--- src/rtl/mm_job_sequencer_pkg.sv ---
// ----------------------------------------------------------------------------
// mm_job_sequencer_pkg
//
// Shared definitions for the mm job sequencer slice:
//   - ADDR_WIDTH : dimension/base-address width shared with the accelerator
//                  controller. Taken from the `ADDR_WIDTH macro when the build
//                  supplies one (normally from def.v), otherwise 16.
//   - seq_state_e: sequencer FSM state encoding (IDLE, ISSUE, WAIT, RELEASE).
//   - Job record layout used inside the job FIFO. Total width is 6*AW+IDW:
//       [IDW-1:0]                     job ID
//       [IDW + FLD_x*AW +: AW]        field x (M, K, N, BASE_A, BASE_B, BASE_P)
//
// Optional feature macro used elsewhere in the slice: MM_JOB_PERF_EN.
// ----------------------------------------------------------------------------
`timescale 1ns/1ps

`ifndef ADDR_WIDTH
`define ADDR_WIDTH 16
`endif

package mm_job_sequencer_pkg;

    localparam int ADDR_WIDTH = `ADDR_WIDTH;

    typedef enum logic [1:0] {
        ST_IDLE    = 2'd0,
        ST_ISSUE   = 2'd1,
        ST_WAIT    = 2'd2,
        ST_RELEASE = 2'd3
    } seq_state_e;

    localparam int FLD_M         = 0;
    localparam int FLD_K         = 1;
    localparam int FLD_N         = 2;
    localparam int FLD_BASE_A    = 3;
    localparam int FLD_BASE_B    = 4;
    localparam int FLD_BASE_P    = 5;
    localparam int NUM_AW_FIELDS = 6;

    // Total width of one packed job record.
    function automatic int jobWidth(input int aw, input int idw);
        return NUM_AW_FIELDS * aw + idw;
    endfunction

    // Bit offset of an AW-wide field inside the packed job record.
    function automatic int fieldLsb(input int aw, input int idw, input int fld);
        return idw + fld * aw;
    endfunction

endpackage

--- src/rtl/mm_job_fifo.sv ---
// ----------------------------------------------------------------------------
// mm_job_fifo
//
// Parameterised synchronous FIFO holding packed job records.
//
// Parameters:
//   WIDTH : record width in bits
//   DEPTH : number of entries (power of 2, >= 2)
//
// Ports:
//   clk_i   in   clock
//   rst_i   in   asynchronous active-high reset (empties the FIFO)
//   push_i  in   write data_i; ignored while full (even if popping)
//   data_i  in   record to write
//   pop_i   in   discard the head; ignored while empty
//   data_o  out  head record (valid while !empty_o)
//   full_o  out  count == DEPTH
//   empty_o out  count == 0
//   count_o out  number of stored records
// ----------------------------------------------------------------------------
`timescale 1ns/1ps

module mm_job_fifo #(
    parameter int WIDTH = 8,
    parameter int DEPTH = 4
) (
    input  logic                         clk_i,
    input  logic                         rst_i,
    input  logic                         push_i,
    input  logic [WIDTH-1:0]             data_i,
    input  logic                         pop_i,
    output logic [WIDTH-1:0]             data_o,
    output logic                         full_o,
    output logic                         empty_o,
    output logic [$clog2(DEPTH+1)-1:0]   count_o
);

    localparam int PW = $clog2(DEPTH);
    localparam int CW = $clog2(DEPTH+1);

    logic [WIDTH-1:0] mem_q [DEPTH];
    logic [PW-1:0]    wrPtr_q;
    logic [PW-1:0]    rdPtr_q;
    logic [CW-1:0]    count_q;
    logic             doPush;
    logic             doPop;

    // Full/empty come straight from the registered count, so a push while
    // full is refused even when the same cycle also pops.
    assign full_o  = (count_q == CW'(DEPTH));
    assign empty_o = (count_q == '0);
    assign count_o = count_q;
    assign doPush  = push_i & ~full_o;
    assign doPop   = pop_i & ~empty_o;
    assign data_o  = mem_q[rdPtr_q];

    // Storage array: plain registers with no reset, only written on a push.
    always_ff @(posedge clk_i) begin
        if (doPush) begin
            mem_q[wrPtr_q] <= data_i;
        end
    end

    // Pointers wrap naturally because DEPTH is a power of 2; the count only
    // moves when exactly one of push/pop takes effect.
    always_ff @(posedge clk_i or posedge rst_i) begin
        if (rst_i) begin
            wrPtr_q <= '0;
            rdPtr_q <= '0;
            count_q <= '0;
        end else begin
            if (doPush) begin
                wrPtr_q <= wrPtr_q + 1'b1;
            end
            if (doPop) begin
                rdPtr_q <= rdPtr_q + 1'b1;
            end
            case ({doPush, doPop})
                2'b10:   count_q <= count_q + 1'b1;
                2'b01:   count_q <= count_q - 1'b1;
                default: count_q <= count_q;
            endcase
        end
    end

endmodule

--- src/rtl/mm_job_sequencer.sv ---
// ----------------------------------------------------------------------------
// mm_job_sequencer
//
// Host-side initiator for the mm accelerator start/valid handshake. Jobs
// (m, k, n, base A/B/P) are queued, tagged with a wrapping ID, and issued one
// at a time: start_o is held with stable parameters until valid_i rises, then
// dropped until valid_i falls. Jobs with a zero dimension are rejected without
// ever raising start_o. Each job ends with a one-cycle done_o pulse.
//
// Parameters: AW (dimension/address width), DEPTH (queue entries, power of 2),
//             IDW (job ID width, IDs wrap modulo 2^IDW)
//
// Ports:
//   clk_i, rst_i                     clock, async active-high reset
//   cmd_valid_i / cmd_ready_o        host push handshake
//   cmd_m_i .. cmd_base_p_i          job descriptor
//   cmd_id_o                         ID the next accepted push will receive
//   start_o / valid_i                controller handshake
//   m_o .. base_p_o                  job parameters to the controller
//   busy_o, pending_o                FSM not idle, queued job count
//   done_o, done_id_o, done_err_o    completion pulse, job ID, rejected flag
//   done_cycles_o                    WAIT+RELEASE cycle count (MM_JOB_PERF_EN)
//
// Optional feature macro: MM_JOB_PERF_EN adds done_cycles_o and its counter.
// ----------------------------------------------------------------------------
`timescale 1ns/1ps

module mm_job_sequencer
    import mm_job_sequencer_pkg::*;
#(
    parameter int AW    = ADDR_WIDTH,
    parameter int DEPTH = 4,
    parameter int IDW   = 4
) (
    input  logic                         clk_i,
    input  logic                         rst_i,
    input  logic                         cmd_valid_i,
    output logic                         cmd_ready_o,
    input  logic [AW-1:0]                cmd_m_i,
    input  logic [AW-1:0]                cmd_k_i,
    input  logic [AW-1:0]                cmd_n_i,
    input  logic [AW-1:0]                cmd_base_a_i,
    input  logic [AW-1:0]                cmd_base_b_i,
    input  logic [AW-1:0]                cmd_base_p_i,
    output logic [IDW-1:0]               cmd_id_o,
    output logic                         start_o,
    input  logic                         valid_i,
    output logic [AW-1:0]                m_o,
    output logic [AW-1:0]                k_o,
    output logic [AW-1:0]                n_o,
    output logic [AW-1:0]                base_a_o,
    output logic [AW-1:0]                base_b_o,
    output logic [AW-1:0]                base_p_o,
    output logic                         busy_o,
    output logic [$clog2(DEPTH+1)-1:0]   pending_o,
    output logic                         done_o,
    output logic [IDW-1:0]               done_id_o,
    output logic                         done_err_o
`ifdef MM_JOB_PERF_EN
    ,
    output logic [31:0]                  done_cycles_o
`endif
);

    localparam int JW     = jobWidth(AW, IDW);
    localparam int CW     = $clog2(DEPTH+1);
    localparam int LSB_M  = fieldLsb(AW, IDW, FLD_M);
    localparam int LSB_K  = fieldLsb(AW, IDW, FLD_K);
    localparam int LSB_N  = fieldLsb(AW, IDW, FLD_N);
    localparam int LSB_A  = fieldLsb(AW, IDW, FLD_BASE_A);
    localparam int LSB_B  = fieldLsb(AW, IDW, FLD_BASE_B);
    localparam int LSB_P  = fieldLsb(AW, IDW, FLD_BASE_P);

    seq_state_e     state_q;
    logic           start_q;
    logic           done_q;
    logic           doneErr_q;
    logic [IDW-1:0] doneId_q;
    logic [AW-1:0]  jobM_q;
    logic [AW-1:0]  jobK_q;
    logic [AW-1:0]  jobN_q;
    logic [AW-1:0]  jobA_q;
    logic [AW-1:0]  jobB_q;
    logic [AW-1:0]  jobP_q;
    logic [IDW-1:0] jobId_q;
    logic [IDW-1:0] idCount_q;
    logic [IDW-1:0] idCount_d;

    logic [JW-1:0]  pushRec;
    logic [JW-1:0]  headRec;
    logic           fifoFull;
    logic           fifoEmpty;
    logic [CW-1:0]  fifoCount;
    logic           pushAcc;
    logic           popReq;
    logic           jobZero;

    assign pushAcc     = cmd_valid_i & ~fifoFull;
    assign popReq      = (state_q == ST_IDLE) & ~fifoEmpty;
    assign jobZero     = (jobM_q == '0) | (jobK_q == '0) | (jobN_q == '0);

    assign cmd_ready_o = ~fifoFull;
    assign cmd_id_o    = idCount_q;
    assign pending_o   = fifoCount;
    assign busy_o      = (state_q != ST_IDLE);
    assign start_o     = start_q;
    assign done_o      = done_q;
    assign done_err_o  = doneErr_q;
    assign done_id_o   = doneId_q;
    assign m_o         = jobM_q;
    assign k_o         = jobK_q;
    assign n_o         = jobN_q;
    assign base_a_o    = jobA_q;
    assign base_b_o    = jobB_q;
    assign base_p_o    = jobP_q;

    // Pack the host descriptor together with the ID it is being assigned.
    always_comb begin
        pushRec                 = '0;
        pushRec[IDW-1:0]        = idCount_q;
        pushRec[LSB_M +: AW]    = cmd_m_i;
        pushRec[LSB_K +: AW]    = cmd_k_i;
        pushRec[LSB_N +: AW]    = cmd_n_i;
        pushRec[LSB_A +: AW]    = cmd_base_a_i;
        pushRec[LSB_B +: AW]    = cmd_base_b_i;
        pushRec[LSB_P +: AW]    = cmd_base_p_i;
    end

    mm_job_fifo #(
        .WIDTH (JW),
        .DEPTH (DEPTH)
    ) u_fifo (
        .clk_i   (clk_i),
        .rst_i   (rst_i),
        .push_i  (pushAcc),
        .data_i  (pushRec),
        .pop_i   (popReq),
        .data_o  (headRec),
        .full_o  (fifoFull),
        .empty_o (fifoEmpty),
        .count_o (fifoCount)
    );

    // The ID counter only advances on an accepted push; the IDW-bit add
    // wraps modulo 2^IDW on its own.
    always_comb begin
        idCount_d = idCount_q;
        if (pushAcc) begin
            idCount_d = idCount_q + 1'b1;
        end
    end

    always_ff @(posedge clk_i or posedge rst_i) begin
        if (rst_i) begin
            idCount_q <= '0;
        end else begin
            idCount_q <= idCount_d;
        end
    end

    // Issue FSM. start_q is set on the ISSUE->WAIT transition and cleared on
    // WAIT->RELEASE so it is high exactly while in WAIT. Job registers load
    // only on a pop in IDLE, keeping them stable through RELEASE. valid_i is
    // not looked at in IDLE/ISSUE, so a stale handshake is ignored there.
    always_ff @(posedge clk_i or posedge rst_i) begin
        if (rst_i) begin
            state_q   <= ST_IDLE;
            start_q   <= 1'b0;
            done_q    <= 1'b0;
            doneErr_q <= 1'b0;
            doneId_q  <= '0;
            jobM_q    <= '0;
            jobK_q    <= '0;
            jobN_q    <= '0;
            jobA_q    <= '0;
            jobB_q    <= '0;
            jobP_q    <= '0;
            jobId_q   <= '0;
        end else begin
            done_q <= 1'b0;
            case (state_q)
                ST_IDLE: begin
                    if (!fifoEmpty) begin
                        jobM_q  <= headRec[LSB_M +: AW];
                        jobK_q  <= headRec[LSB_K +: AW];
                        jobN_q  <= headRec[LSB_N +: AW];
                        jobA_q  <= headRec[LSB_A +: AW];
                        jobB_q  <= headRec[LSB_B +: AW];
                        jobP_q  <= headRec[LSB_P +: AW];
                        jobId_q <= headRec[IDW-1:0];
                        state_q <= ST_ISSUE;
                    end
                end
                ST_ISSUE: begin
                    if (jobZero) begin
                        done_q    <= 1'b1;
                        doneErr_q <= 1'b1;
                        doneId_q  <= jobId_q;
                        state_q   <= ST_IDLE;
                    end else begin
                        start_q   <= 1'b1;
                        state_q   <= ST_WAIT;
                    end
                end
                ST_WAIT: begin
                    if (valid_i) begin
                        start_q <= 1'b0;
                        state_q <= ST_RELEASE;
                    end
                end
                ST_RELEASE: begin
                    if (!valid_i) begin
                        done_q    <= 1'b1;
                        doneErr_q <= 1'b0;
                        doneId_q  <= jobId_q;
                        state_q   <= ST_IDLE;
                    end
                end
                default: begin
                    start_q <= 1'b0;
                    state_q <= ST_IDLE;
                end
            endcase
        end
    end

`ifdef MM_JOB_PERF_EN
    logic [31:0] perfCount_q;
    logic [31:0] perfNext;
    logic [31:0] doneCycles_q;

    assign perfNext      = (perfCount_q == 32'hFFFF_FFFF) ? perfCount_q : perfCount_q + 32'd1;
    assign done_cycles_o = doneCycles_q;

    // Cycle counter: cleared on entry to WAIT, saturating increment in WAIT
    // and RELEASE. The reported value includes the final RELEASE cycle, which
    // is why the done value is taken from perfNext rather than perfCount_q.
    always_ff @(posedge clk_i or posedge rst_i) begin
        if (rst_i) begin
            perfCount_q  <= '0;
            doneCycles_q <= '0;
        end else begin
            case (state_q)
                ST_ISSUE: begin
                    perfCount_q <= '0;
                    if (jobZero) begin
                        doneCycles_q <= '0;
                    end
                end
                ST_WAIT: begin
                    perfCount_q <= perfNext;
                end
                ST_RELEASE: begin
                    perfCount_q <= perfNext;
                    if (!valid_i) begin
                        doneCycles_q <= perfNext;
                    end
                end
                default: begin
                    perfCount_q <= perfCount_q;
                end
            endcase
        end
    end
`endif

endmodule

--- config.mk ---
export PLATFORM = sky130hd
export DESIGN_NAME = mm_job_sequencer
export DESIGN_NICKNAME = d
export VERILOG_FILES = /design/src/rtl/mm_job_sequencer_pkg.sv /design/src/rtl/mm_job_fifo.sv /design/src/rtl/mm_job_sequencer.sv
export SDC_FILE = /design/constraint.sdc
export NUM_CORES = 1
export LEC_CHECK = 0
export ABC_AREA = 1
export BUFFER_PORTS_ARGS = -buffer_cell sky130_fd_sc_hd__clkbuf_2
export CAP_MARGIN = 20
export CORE_MARGIN = 2
export CORE_UTILIZATION = 40
export DETAILED_ROUTE_END_ITERATION = 10
export PLACE_DENSITY = 0.55
export SYNTH_ARGS = -nofsm -noshare
export SYNTH_HDL_FRONTEND = slang
export SYNTH_HIERARCHICAL = 1
export SYNTH_SLANG_ARGS = --single-unit
export TNS_END_PERCENT = 5
--- constraint.sdc ---
create_clock -name clk_i -period 10.88 [get_ports clk_i]
set_clock_uncertainty 0.15 [all_clocks]
set_input_delay 2.176 -clock clk_i [delete_from_list [all_inputs] [get_ports clk_i]]
set_output_delay 2.176 -clock clk_i [all_outputs]
set_load 0.01 [all_outputs]
==> metrics.yaml <==
status: "finished clean"
ant_nets: 0
core_region_area_mm2: 0.05224
viasPerCell: 4.765
synth.yosys.warnings: 6
ys_seq_elements: 520
fin_crit_ns: 4.400
cp-end-kind: "flip-flop"
synth_edf_count: 400
cts_max_level: 2
fp.dieW_um: 233.3
p_per_area_mw_per_mm2: 288.2
firstDrtPassIters: 5
initial_core_util: 0.4028
synthTopCellsByArea: "edfxtp_1, dfrtp_1, nand2_1, o211ai_1, inv_1"
yosysMostFrequentCell: "nand2_1"
arrival_ns: 4.46
cts_tree: "built"
antenna_found_initial: 6
hold_viol: 0
num_io_pins: 212
port_buffers: 211
wire_per_inst_um: 17.43
leakage_nw: 10.47
synth_top_area_cell: "edfxtp_1"
grt_max_degree: 245
clkSinkCount: 520
max_freq_mhz: 227.3
yosysTopAreaCellShare: 0.5709
ys_types: 22
crit_path_start_kind: "input pin"
worst_slack_ns: 6.480
drc_errors: 0
rsz0062_at_grt: "false"
cts_buffers: 54
synthArstFlopShare: 0.2308
cts.path.max_buffers: 3
drive_above_1_share: 0.1604
relSlewSlack: 0.3093
finalSetupViolCount: 0
stdcell_area_mm2: 0.02415
routed_wl_um: 46780
fin_setup_tns_ns: 0
num_vias: 12790
critPathRequiredTime_ns: 10.94
synth_top_cells_by_count: "nand2_1, edfxtp_1, inv_1"
avgSynthCellArea_um2: 11.98
grt-ovfl-total: 0
path_max_fanout: 52
die_area_mm2: 0.05445
fillers: 4755
synth_nets: 1863
place_ws_ns: 5.834
netlist_instances: 1756
drt-initial-drc-count: 813
fin_crit_sh: 0.4044
synth_top_flop_cell: "edfxtp_1"
insertion_delay_ns: 0.60
place_hpwl_um: 27950
yosysSeqAreaShare: 0.7136
syn2layout_area_growth_pct: 14.80
path_clk_slew_ns: 0.06
maxCapViolations: 0
whs_ns: 0.3218
track_usage: 0.1741
postCtsSetupBuffers: 0
placed_area_mm2: 0.02232
place.gp.congestion: 0.7653
fin_nets: 2057
die_height_um: 233.3
crit_type: "input pin to flip-flop"
synth_area_mm2: 0.02104
irDropWorstVdd_mv: 0.2625
final-max-slew-violation-count: 0
ctsHoldBuffers: 0
hold_class: "flip-flop to flip-flop"
final_core_util: 0.4624
worstMarginPinSlew_ns: 1.036
cts_root_buffer: "clkbuf_16"
post_cts_resized: 0
first_global_vias: 12390
rows: 84
grt_pass1_wl_um: 72230
power breakdown:
| group | total (W) | switching [W] | internal [W] |
|---|---|---|---|
| Sequential | 0.00298 | 0.000265 | 0.00271 |
| Clock | 0.00190 | 0.000756 | 0.00114 |
| Combinational | 0.00208 | 0.00144 | 0.000645 |
worst max-delay path, stage by stage:
cell	delay [ns]
clkbuf_2	0.08
nand2_1	0.11
inv_1	0.16
nand2_1	0.30
nor2_4	0.15
buf_4	0.69
buf_4	0.76
layout by cell type (no fill, tap or decap), drive strengths merged:
cell type  count
fa             1
nor3           1
xnor2          3
nor2          38
xor2           1
clkinvlp       3
nand4          2
bufinv         8
inv          230
clkbuf       282
edfxtp       400
ha             6
o211ai       200
buf           15
dfrtp        120
nand3         13
o31ai          1
nand2        651
o21ai          3
clkinv        17
diode          1
state kept, by name, summed over array words and instances, names as in the netlist, named ones only:
signal,cells
base_p_o,16
n_o,16
k_o,16
u_fifo/count_o,3
u_fifo/wrPtr_q,2
start_o,1
done_err_o,1
done_id_o,4
base_a_o,16
u_fifo/mem_q,400
u_fifo/rdPtr_q,2
cmd_id_o,4
done_o,1
m_o,16
state_q,1
base_b_o,16
jobId_q,4
cells by family (layout without fill, tap and decap cells):
logic type               Yosys count  after routing  synth area share
AND/OR/NAND/NOR                  705            705            0.1273
flip-flops                       520            520            0.7136
buffers and inverters            316            555           0.08040
AO/OA/AOI/OAI                    204            204           0.07244
adder cells (fa/ha/maj)            7              7          0.004520
XOR/XNOR                           4              4          0.001665
other                              0              1                 0
metrics by stage:
step / power (W) / std cells
after floorplan: 0.004614 / 1756
after global placement: 0.005094 / 2581
after detailed placement: 0.005155 / 2582
after CTS: 0.007074 / 2683
after global routing: 0.007448 / 2683
final: 0.006959 / 2684
final timing paths:
check	from	to	slack, ns	cells after the start
max reg2reg	u_fifo/count_o[0]$_DFFE_PP0P_	u_fifo/mem_q[1][83]$_DFFE_PP_	7.36	10
min reg2reg	base_b_o[15]$_DFFE_PP0P_	base_b_o[15]$_DFFE_PP0P_	0.32	2
max	cmd_valid_i	u_fifo/mem_q[1][83]$_DFFE_PP_	6.48	7
min	base_b_o[15]$_DFFE_PP0P_	base_b_o[15]$_DFFE_PP0P_	0.32	2
min in group asynchronous	rst_i	u_fifo/count_o[2]$_DFFE_PP0P_	1.41	2
max in group asynchronous	rst_i	m_o[4]$_DFFE_PP0P_	7.89	3
cell type report:
| cell class | count | area [um^2] | share of cell area |
|---|---|---|---|
| diodes | 1 | 2.502 | 0.0001036 |
| clock inverters | 30 | 356.6 | 0.01476 |
| well taps | 688 | 860.8 | 0.03564 |
| inverters | 228 | 873.3 | 0.03616 |
| clock buffers | 71 | 1476 | 0.06113 |
| flip-flops and latches | 520 | 15020 | 0.6218 |
| repair buffers | 226 | 1201 | 0.04973 |
| multi-input cells | 920 | 4363 | 0.1806 |
per-layer routing:
| metal | vias to the layer above | global-route usage | wire length (um) |
|---|---|---|---|
| li1 | 6274 | - | - |
| met1 | 6205 | 0.2316 | 20940 |
| met2 | 234 | 0.2913 | 22700 |
| met3 | 68 | 0.03271 | 2253 |
| met4 | 8 | 0.04956 | 828 |
| met5 | - | 0 | 58 |
(Power assumes the default switching activity.)
